### src/rtl/param_shift_register.sv
// Loadable OUT_WIDTH shift register (SLL/SRL/SRA/ROL) with single-step and
// autonomous multi-cycle shift modes for the multiplier datapath.
//
// state    | meaning
// ---------+----------------------------------------------------------
// ST_IDLE  | waiting; load, start or en act directly on the register
// ST_SHIFT | multi-cycle shift running; one shift per edge, count down
module param_shift_register #(
    parameter int IN_WIDTH  = 8,
    parameter int OUT_WIDTH = 16,
    parameter int CNT_W     = $clog2(OUT_WIDTH + 1)
) (
    input  logic                 clk,
    input  logic                 rst,
    input  logic                 load,
    input  logic                 sign_ext,
    input  logic [IN_WIDTH-1:0]  Num,
    input  logic [1:0]           mode,
    input  logic                 en,
    input  logic                 start,
    input  logic [CNT_W-1:0]     amount,
    output logic [OUT_WIDTH-1:0] Out,
    output logic                 carry_out,
    output logic                 busy,
    output logic                 done
);

    generate
        if (OUT_WIDTH < IN_WIDTH) begin : g_width_check
            $error("param_shift_register: OUT_WIDTH must be >= IN_WIDTH");
        end
    endgenerate

    localparam logic [0:0] ST_IDLE  = 1'b0;
    localparam logic [0:0] ST_SHIFT = 1'b1;

    logic [0:0]           state;
    logic [CNT_W-1:0]     count;
    logic [1:0]           mode_q;
    logic [OUT_WIDTH-1:0] ext_fill;
    logic [OUT_WIDTH-1:0] load_val;
    logic [OUT_WIDTH:0]   step_live;
    logic [OUT_WIDTH:0]   step_latched;

    // Result is {carry, shifted value}; written without slices so widths down to 1 elaborate.
    function automatic logic [OUT_WIDTH:0] shift_one(input logic [1:0] m,
                                                     input logic [OUT_WIDTH-1:0] v);
        case (m)
            2'b00:   return {v[OUT_WIDTH-1], v << 1};
            2'b01:   return {v[0], v >> 1};
            2'b10:   return {v[0], OUT_WIDTH'($unsigned($signed(v) >>> 1))};
            default: return {v[OUT_WIDTH-1], (v << 1) | OUT_WIDTH'(v[OUT_WIDTH-1])};
        endcase
    endfunction

    // Sign fill is shifted above the operand; vanishes when the widths are equal.
    assign ext_fill     = {OUT_WIDTH{sign_ext & Num[IN_WIDTH-1]}};
    assign load_val     = (ext_fill << IN_WIDTH) | OUT_WIDTH'(Num);
    assign step_live    = shift_one(mode, Out);
    assign step_latched = shift_one(mode_q, Out);
    assign busy         = (state == ST_SHIFT);

    always_ff @(posedge clk) begin
        if (rst) begin
            Out       <= '0;
            carry_out <= 1'b0;
            done      <= 1'b0;
            state     <= ST_IDLE;
            count     <= '0;
            mode_q    <= 2'b00;
        end else begin
            done <= 1'b0;
            if (load) begin
                Out       <= load_val;
                carry_out <= 1'b0;
                state     <= ST_IDLE;
                count     <= '0;
            end else if (state == ST_SHIFT) begin
                {carry_out, Out} <= step_latched;
                count            <= count - CNT_W'(1);
                if (count == CNT_W'(1)) begin
                    state <= ST_IDLE;
                    done  <= 1'b1;
                end
            end else if (start) begin
                if (amount == CNT_W'(0)) begin
                    done <= 1'b1;
                end else begin
                    mode_q <= mode;
                    count  <= amount;
                    state  <= ST_SHIFT;
                end
            end else if (en) begin
                {carry_out, Out} <= step_live;
            end
        end
    end

endmodule

### config.mk
export PLATFORM = sky130hd
export DESIGN_NAME = param_shift_register
export DESIGN_NICKNAME = d
export VERILOG_FILES = /design/src/rtl/param_shift_register.sv
export SDC_FILE = /design/constraint.sdc
export NUM_CORES = 1
export LEC_CHECK = 0
export CORE_UTILIZATION = 55
export CTS_BUF_LIST = sky130_fd_sc_hd__clkbuf_8
export CTS_CLUSTER_SIZE = 10
export DETAILED_ROUTE_END_ITERATION = 10
export PLACE_DENSITY = 0.88
export SYNTH_ARGS = -nofsm -noshare
export SYNTH_HDL_FRONTEND = slang
export SYNTH_SLANG_ARGS = --single-unit
export TNS_END_PERCENT = 10
### constraint.sdc
create_clock -name clk -period 3.3 [get_ports clk]
set_input_delay 0.66 -clock clk [delete_from_list [all_inputs] [get_ports clk]]
set_output_delay 0.66 -clock clk [all_outputs]
set_load 0.02 [all_outputs]
==> results.tsv, run 1 <==
metric	value	unit
rsz0062_at_grt	false	
ys_warn_count	0	
worst_ep_required_time	3.44	ns
ant_nets	0	
worstMarginPinSlew	0.7006	ns
placed_cells	254	
final_cells	257	
routabilityCongestion	0.8835	
clkTransAtPathRegs	0.09	ns
maxCapViolations	0	
drc	4	
critPathCaptureType	flop	
power_density	378.7	nW/um^2
syn_avg_cell_area	8.563	um^2
syn_nets	215	
start_util	0.5861	
grtUsageMet1	0.4012	
yosysTopAreaCell	dfxtp_1	
syn_inst	192	
drt_iter0_markers	138	
clock_path_buffers	2	
numPortBuffers	39	
use_met2	0.4439	
max-slew-margin-rel	0.5325	
peakVddDrop	0.1948	mV
fin_crit	2.449	ns
die_x	56.68	um
ys_ff_latch	26	
row_count	19	
cts_tree	done	
hold_ws	0.5072	ns
status	finished with violations	
slowest_stage	clkdlybuf4s50_1	
post_cts_buffers	0	
setup_tns	0	ns
synth-edff-count	0	
clock_latency	0.27	ns
viasPerCell	6.767	
critical_path.max_stage_delay	0.78	ns
holdBufCountCts	0	
p_leak	0.0007568	uW
die_area	3212	um^2
overflow	0	
io_pins	40	
fmax	408.3	MHz
die_h	56.68	um
ys.flop_type	dfxtp_1	
violations	design-rule violations	
area_growth	25.65	%
report.final.slew_viol_count	0	
dr_total_vias	1739	
crit_path_start_kind	input pin	
setup_violations	0	
hold_class	reg2reg	
hold_viol	0	
dp_hpwl	3183	um
synth_cell_type_count	45	
drive_above_1_share	0.1106	
netlist.area_leader.share	0.3166	
busiest_layer	met2	
async_flop_share	0	
grt_pass1_wl	7293	um
synth_seq_area_share	0.3166	
syn_area	1644	um^2
worstPathCellList	clkdlybuf4s50_1 > nor2b_1 > buf_4 > a22o_1 > a221oi_1 > a211oi_1	
crit_family	buffers and inverters	
synth_area_leaders	dfxtp_1, mux2_2, a221oi_1, a211oi_1, nand2_1	
grt_max_degree	22	
numClockSinks	26	
wl	4493	um
cp_num_buf_inv	2	
arrival	2.59	ns
clock_tree.root_cell	clkbuf_8	
dr.pass1.iters	9	
antenna_found_initial	0	
use_met3	0.04839	
final_nets	251	
n_antenna_cell	0	
crit_type	in2reg	
grt_usage	0.2867	
cts_made_buffers	3	
fin_skew	0.003138	ns
grt_pass1_vias	1525	
core-area	2805	um^2
wl_per_cell	17.48	um
cts.htree.levels	1	
fin_crit_sh	0.7422	
cts_resized	0	
worstPathMaxFanout	18	
==> cells by family (layout without fill, tap and decap cells) <==
logic type                 after synthesis  in the layout  share of synthesized area
and+or+nand+nor                         68             68                     0.1994
xor gates and xnor gates                 5              5                    0.04034
AOI/OAI and AO/OA                       59             59                     0.2671
muxes                                   16             16                     0.1065
adders and majority gates                2              2                    0.01522
DFF                                     26             26                     0.3166
buffers and inverters                   16             50                    0.05479
==> worst paths after layout <==
check,end,slack (ns),startpoint,cells after the start
max reg2reg,Out[6]$_SDFFE_PP0P_,1.24,busy$_SDFF_PP0_,5
min,count[4]$_SDFFE_PP0P_,0.51,count[4]$_SDFFE_PP0P_,2
max,Out[6]$_SDFFE_PP0P_,0.85,load,6
min reg2reg,count[4]$_SDFFE_PP0P_,0.51,count[4]$_SDFFE_PP0P_,2
==> state kept, by name, indices dropped and copies added (netlist names) <==
register and flops:
carry_out 1, busy 1, mode_q 2, done 1, count 5, Out 16
==> power breakdown <==
group,switching [uW],total (uW),internal (uW)
clock,97.9,180,81.7
combinational,119,231,112
sequential,35.4,372,337
total,252,782,530
==> through the flow <==
stage,setup slack (ns),util,power [uW],area [um^2]
6_report,0.8506,0.7364,782.2,2066
5_1_grt,0.7639,0.7364,817.1,2066
4_1_cts,0.9236,0.7364,778.9,2066
3_5_place_dp,0.6455,0.7217,603.6,2024
3_3_place_gp,0.7315,0.7217,596.5,2024
2_1_floorplan,1.466,-,511.9,1644
==> Yosys cell counts (5+ instances only) <==
cell and count:
a211oi_1 10, a21oi_1 8, a221oi_1 9, a311oi_1 7
a31oi_1 8, and3_1 7, clkbuf_1 5, dfxtp_1 26
inv_1 5, mux2_2 8, nand2_1 20, nand3_1 9
nor2_1 19
==> placed cells by master, fill, tap and decap left out, types with 4 or more instances in the layout <==
cell	instances
and3_1	7
mux2i_1	4
mux2_2	8
nand2_1	20
mux2_1	4
o21ai_0	4
clkdlybuf4s50_1	39
a211oi_1	10
nand3_1	9
a31oi_1	8
a21oi_1	8
nor2_1	19
a311oi_1	7
a221oi_1	9
dfxtp_1	26
inv_1	5
==> final cells by class <==
| class | instances | area (um^2) |
|---|---|---|
| Timing Repair Buffer | 42 | 412.9 |
| Tap cell | 31 | 38.79 |
| Fill cell | 217 | 739.5 |
| Clock buffer | 3 | 41.29 |
| Multi-Input combinational cell | 150 | 1033 |
| Sequential cell | 26 | 520.5 |
| Inverter | 5 | 18.77 |
==> routing by layer <==
layer  routed length (um)  vias up
met5                    0        -
met4                   97        0
met3                  357       19
met2                 2072      110
met1                 1965      804
li1                     -      806
==> worst register-to-register path: cells and delay by family, from the launching register on <==
family / cells / cell delay (ns)
buffers and inverters: 1 / 0.28
AND/OR/NAND/NOR: 1 / 0.33
flip-flops: 1 / 0.74
AO/OA/AOI/OAI: 3 / 0.63
Power figures use the tool's default switching activity.
==> inputs of run 2 (changes only) <==
Settings changed: CORE_UTILIZATION 55 to 46, PLACE_DENSITY 0.88 to 0.78.
Clock period 3.3 ns to 2 ns, I/O delays scaled along.
==> run 2 against run 1 <==
Against the previous run:
- the run now ends clean
- non-clock buffer count rose by 16
- worst setup slack got worse by 0.66 ns
- global-route usage fell by 4.1 points
- sequential cell count did not move
- clock-buffer cell count rose by 1
- hold slack got worse by 0.0015 ns
- via count fell by 2.9%
- critical path type unchanged
- critical endpoint is now count[0]$_SDFFE_PP0P_
==> results.tsv, run 2 (synthesis results as in run 1) <==
metric	value	unit	change
status	completed		was finished with violations
io_pins	40		unchanged
largest_reg_flops	16		unchanged
drive_above_1_share	0.1770		was 0.1106
antenna_found_initial	0		unchanged
die_h	61.79	um	was 56.68 um
min_to	count[4]$_SDFFE_PP0P_		unchanged
clock_tree.root_cell	clkbuf_8		unchanged
numClockSinks	26		unchanged
dr.pass1.iters	4		was 9
drc	0		was 4
die_area	3817	um^2	was 3212 um^2
clock_path_buffers	2		unchanged
crit_path_start_kind	input pin		unchanged
top_regs	Out x16, count x5, mode_q x2		unchanged
cts_tree	done		unchanged
grt_pass1_vias	1468		was 1525
rsz0062_at_grt	false		unchanged
report.final.slew_viol_count	0		unchanged
min_from	count[4]$_SDFFE_PP0P_		unchanged
max-slew-margin-rel	0.6507		was 0.5325
clkTransAtPathRegs	0.09	ns	about the same
final_nets	267		was 251
wl_per_cell	15.39	um	was 17.48 um
clock_latency	0.27	ns	about the same
final_cell_mix	clkdlybuf4s50_1, dfxtp_1, nand2_1		unchanged
wl	4449	um	was 4493 um
drt_iter0_markers	96		was 138
ff2ff_path_depth	5		unchanged
worst_ep_required_time	2.19	ns	was 3.44 ns
power_density	615.1	nW/um^2	was 378.7 nW/um^2
viasPerCell	5.844		was 6.767
fmax	551.2	MHz	
whs_path_depth	2		unchanged
crit_type	in2reg		unchanged
hold_class	reg2reg		unchanged
cts_made_buffers	3		unchanged
final_common_cell	clkdlybuf4s50_1		unchanged
ant_nets	0		unchanged
grt_max_degree	21		was 22
ff2ff_setup_slack	0.36	ns	was 1.24 ns
setup_violations	0		unchanged
worstMarginPinSlew	0.5213	ns	was 0.7006 ns
numPortBuffers	39		unchanged
n_antenna_cell	0		unchanged
fin_crit_sh	0.9071		
fillCellCount	286		was 217
peakVddDrop	0.3408	mV	was 0.1948 mV
start_util	0.4850		was 0.5861
routabilityCongestion	0.8636		was 0.8835
timing.rr.end	Out[6]$_SDFFE_PP0P_		unchanged
row_count	21		was 19
critPathCaptureType	flop		unchanged
dr_total_vias	1689		was 1739
p_leak	0.0008526	uW	was 0.0007568 uW
finalPower	1381	uW	was 782.2 uW
post_cts_buffers	0		unchanged
hold_viol	0		unchanged
final_core_util	0.6622		was 0.7364
maxCapViolations	0		unchanged
timing.rr.start	mode_q[0]$_SDFFE_PP0P_		was busy$_SDFF_PP0_
grt_pass1_wl	6996	um	was 7293 um
overflow	0		unchanged
fin_skew	0.004265	ns	was 0.003138 ns
core-area	3390	um^2	was 2805 um^2
area_growth	36.53	%	was 25.65%
grt_usage	0.2458		was 0.2867
die_x	61.79	um	was 56.68 um
regMostFlops	Out		unchanged
dp_hpwl	3156	um	was 3183 um
arrival	2.00	ns	was 2.59 ns
fin_crit	1.814	ns	
worstPathMaxFanout	6		was 18
cts.htree.levels	1		unchanged
## run 2: cell types whose count changed in the layout (fill, tap and decap cells not counted), sizes merged
| cell | change |
|---|---|
| buf | +16 |
| clkbuf | +1 |
## run 2: report_power, final
part | switching (uW) | internal (uW) | leakage, uW
sequential | 52.8 | 556 | 0.000214
clock | 173 | 176 | 0.0000288
combinational | 203 | 220 | 0.000609
total | 429 | 951 | 0.000853
## run 2: per-stage QoR
stage	cell area (um^2)	TNS [ns]	hold slack, ns	worst slack [ns]	cells
floorplan	1644	0	0.4695	0.4013	192
global placement	2188	-0.1547	0.4882	-0.03452	285
detailed placement	2188	-0.3972	0.4913	-0.09975	285
CTS	2243	0	0.5064	0.06134	289
global route	2245	0	0.5472	0.1109	289
finish	2245	0	0.5057	0.1858	289
## run 2: repair_timing
action,in CTS,in global routing
hold buffers,0,0
endpoints found under the setup margin,0,1
resized for setup,0,1
## run 2: critical path, cell delays in order
cell and delay (ns):
clkdlybuf4s50_1 0.42, or4_4 0.56, o21ai_2 0.26, o21ai_0 0.13, a211oi_1 0.23
## run 2: layout make-up
type                            instances  area, um^2  area share
Timing Repair Buffer                   58       558.0      0.2486
Sequential cell                        26       521.8      0.2324
Tap cell                               46       57.56     0.02564
Multi-Input combinational cell        150        1033      0.4604
Inverter                                5       18.77    0.008361
Clock buffer                            4       55.05     0.02453
## run 2: worst max-delay path by stage
| stage | endpoint | cells after the start | start |
|---|---|---|---|
| after floorplan | count[3]$_SDFFE_PP0P_ | 5 | busy$_SDFF_PP0_ |
| after global placement | count[0]$_SDFFE_PP0P_ | 5 | amount[2] |
| after CTS | busy | 1 | busy$_SDFF_PP0_ |
| final | count[0]$_SDFFE_PP0P_ | 5 | amount[2] |
| after detailed placement | count[0]$_SDFFE_PP0P_ | 5 | amount[2] |
| after global routing | Out[6]$_SDFFE_PP0P_ | 6 | mode[0] |
## run 2: layer usage
metal  share of wire  vias to the layer above  global-route usage
li1                -                      837                   -
met1            0.47                      792              0.3548
met2            0.47                       58              0.3840
met3           0.054                        2             0.02899
met4          0.0047                        0             0.07302
met5               0                        -                   0
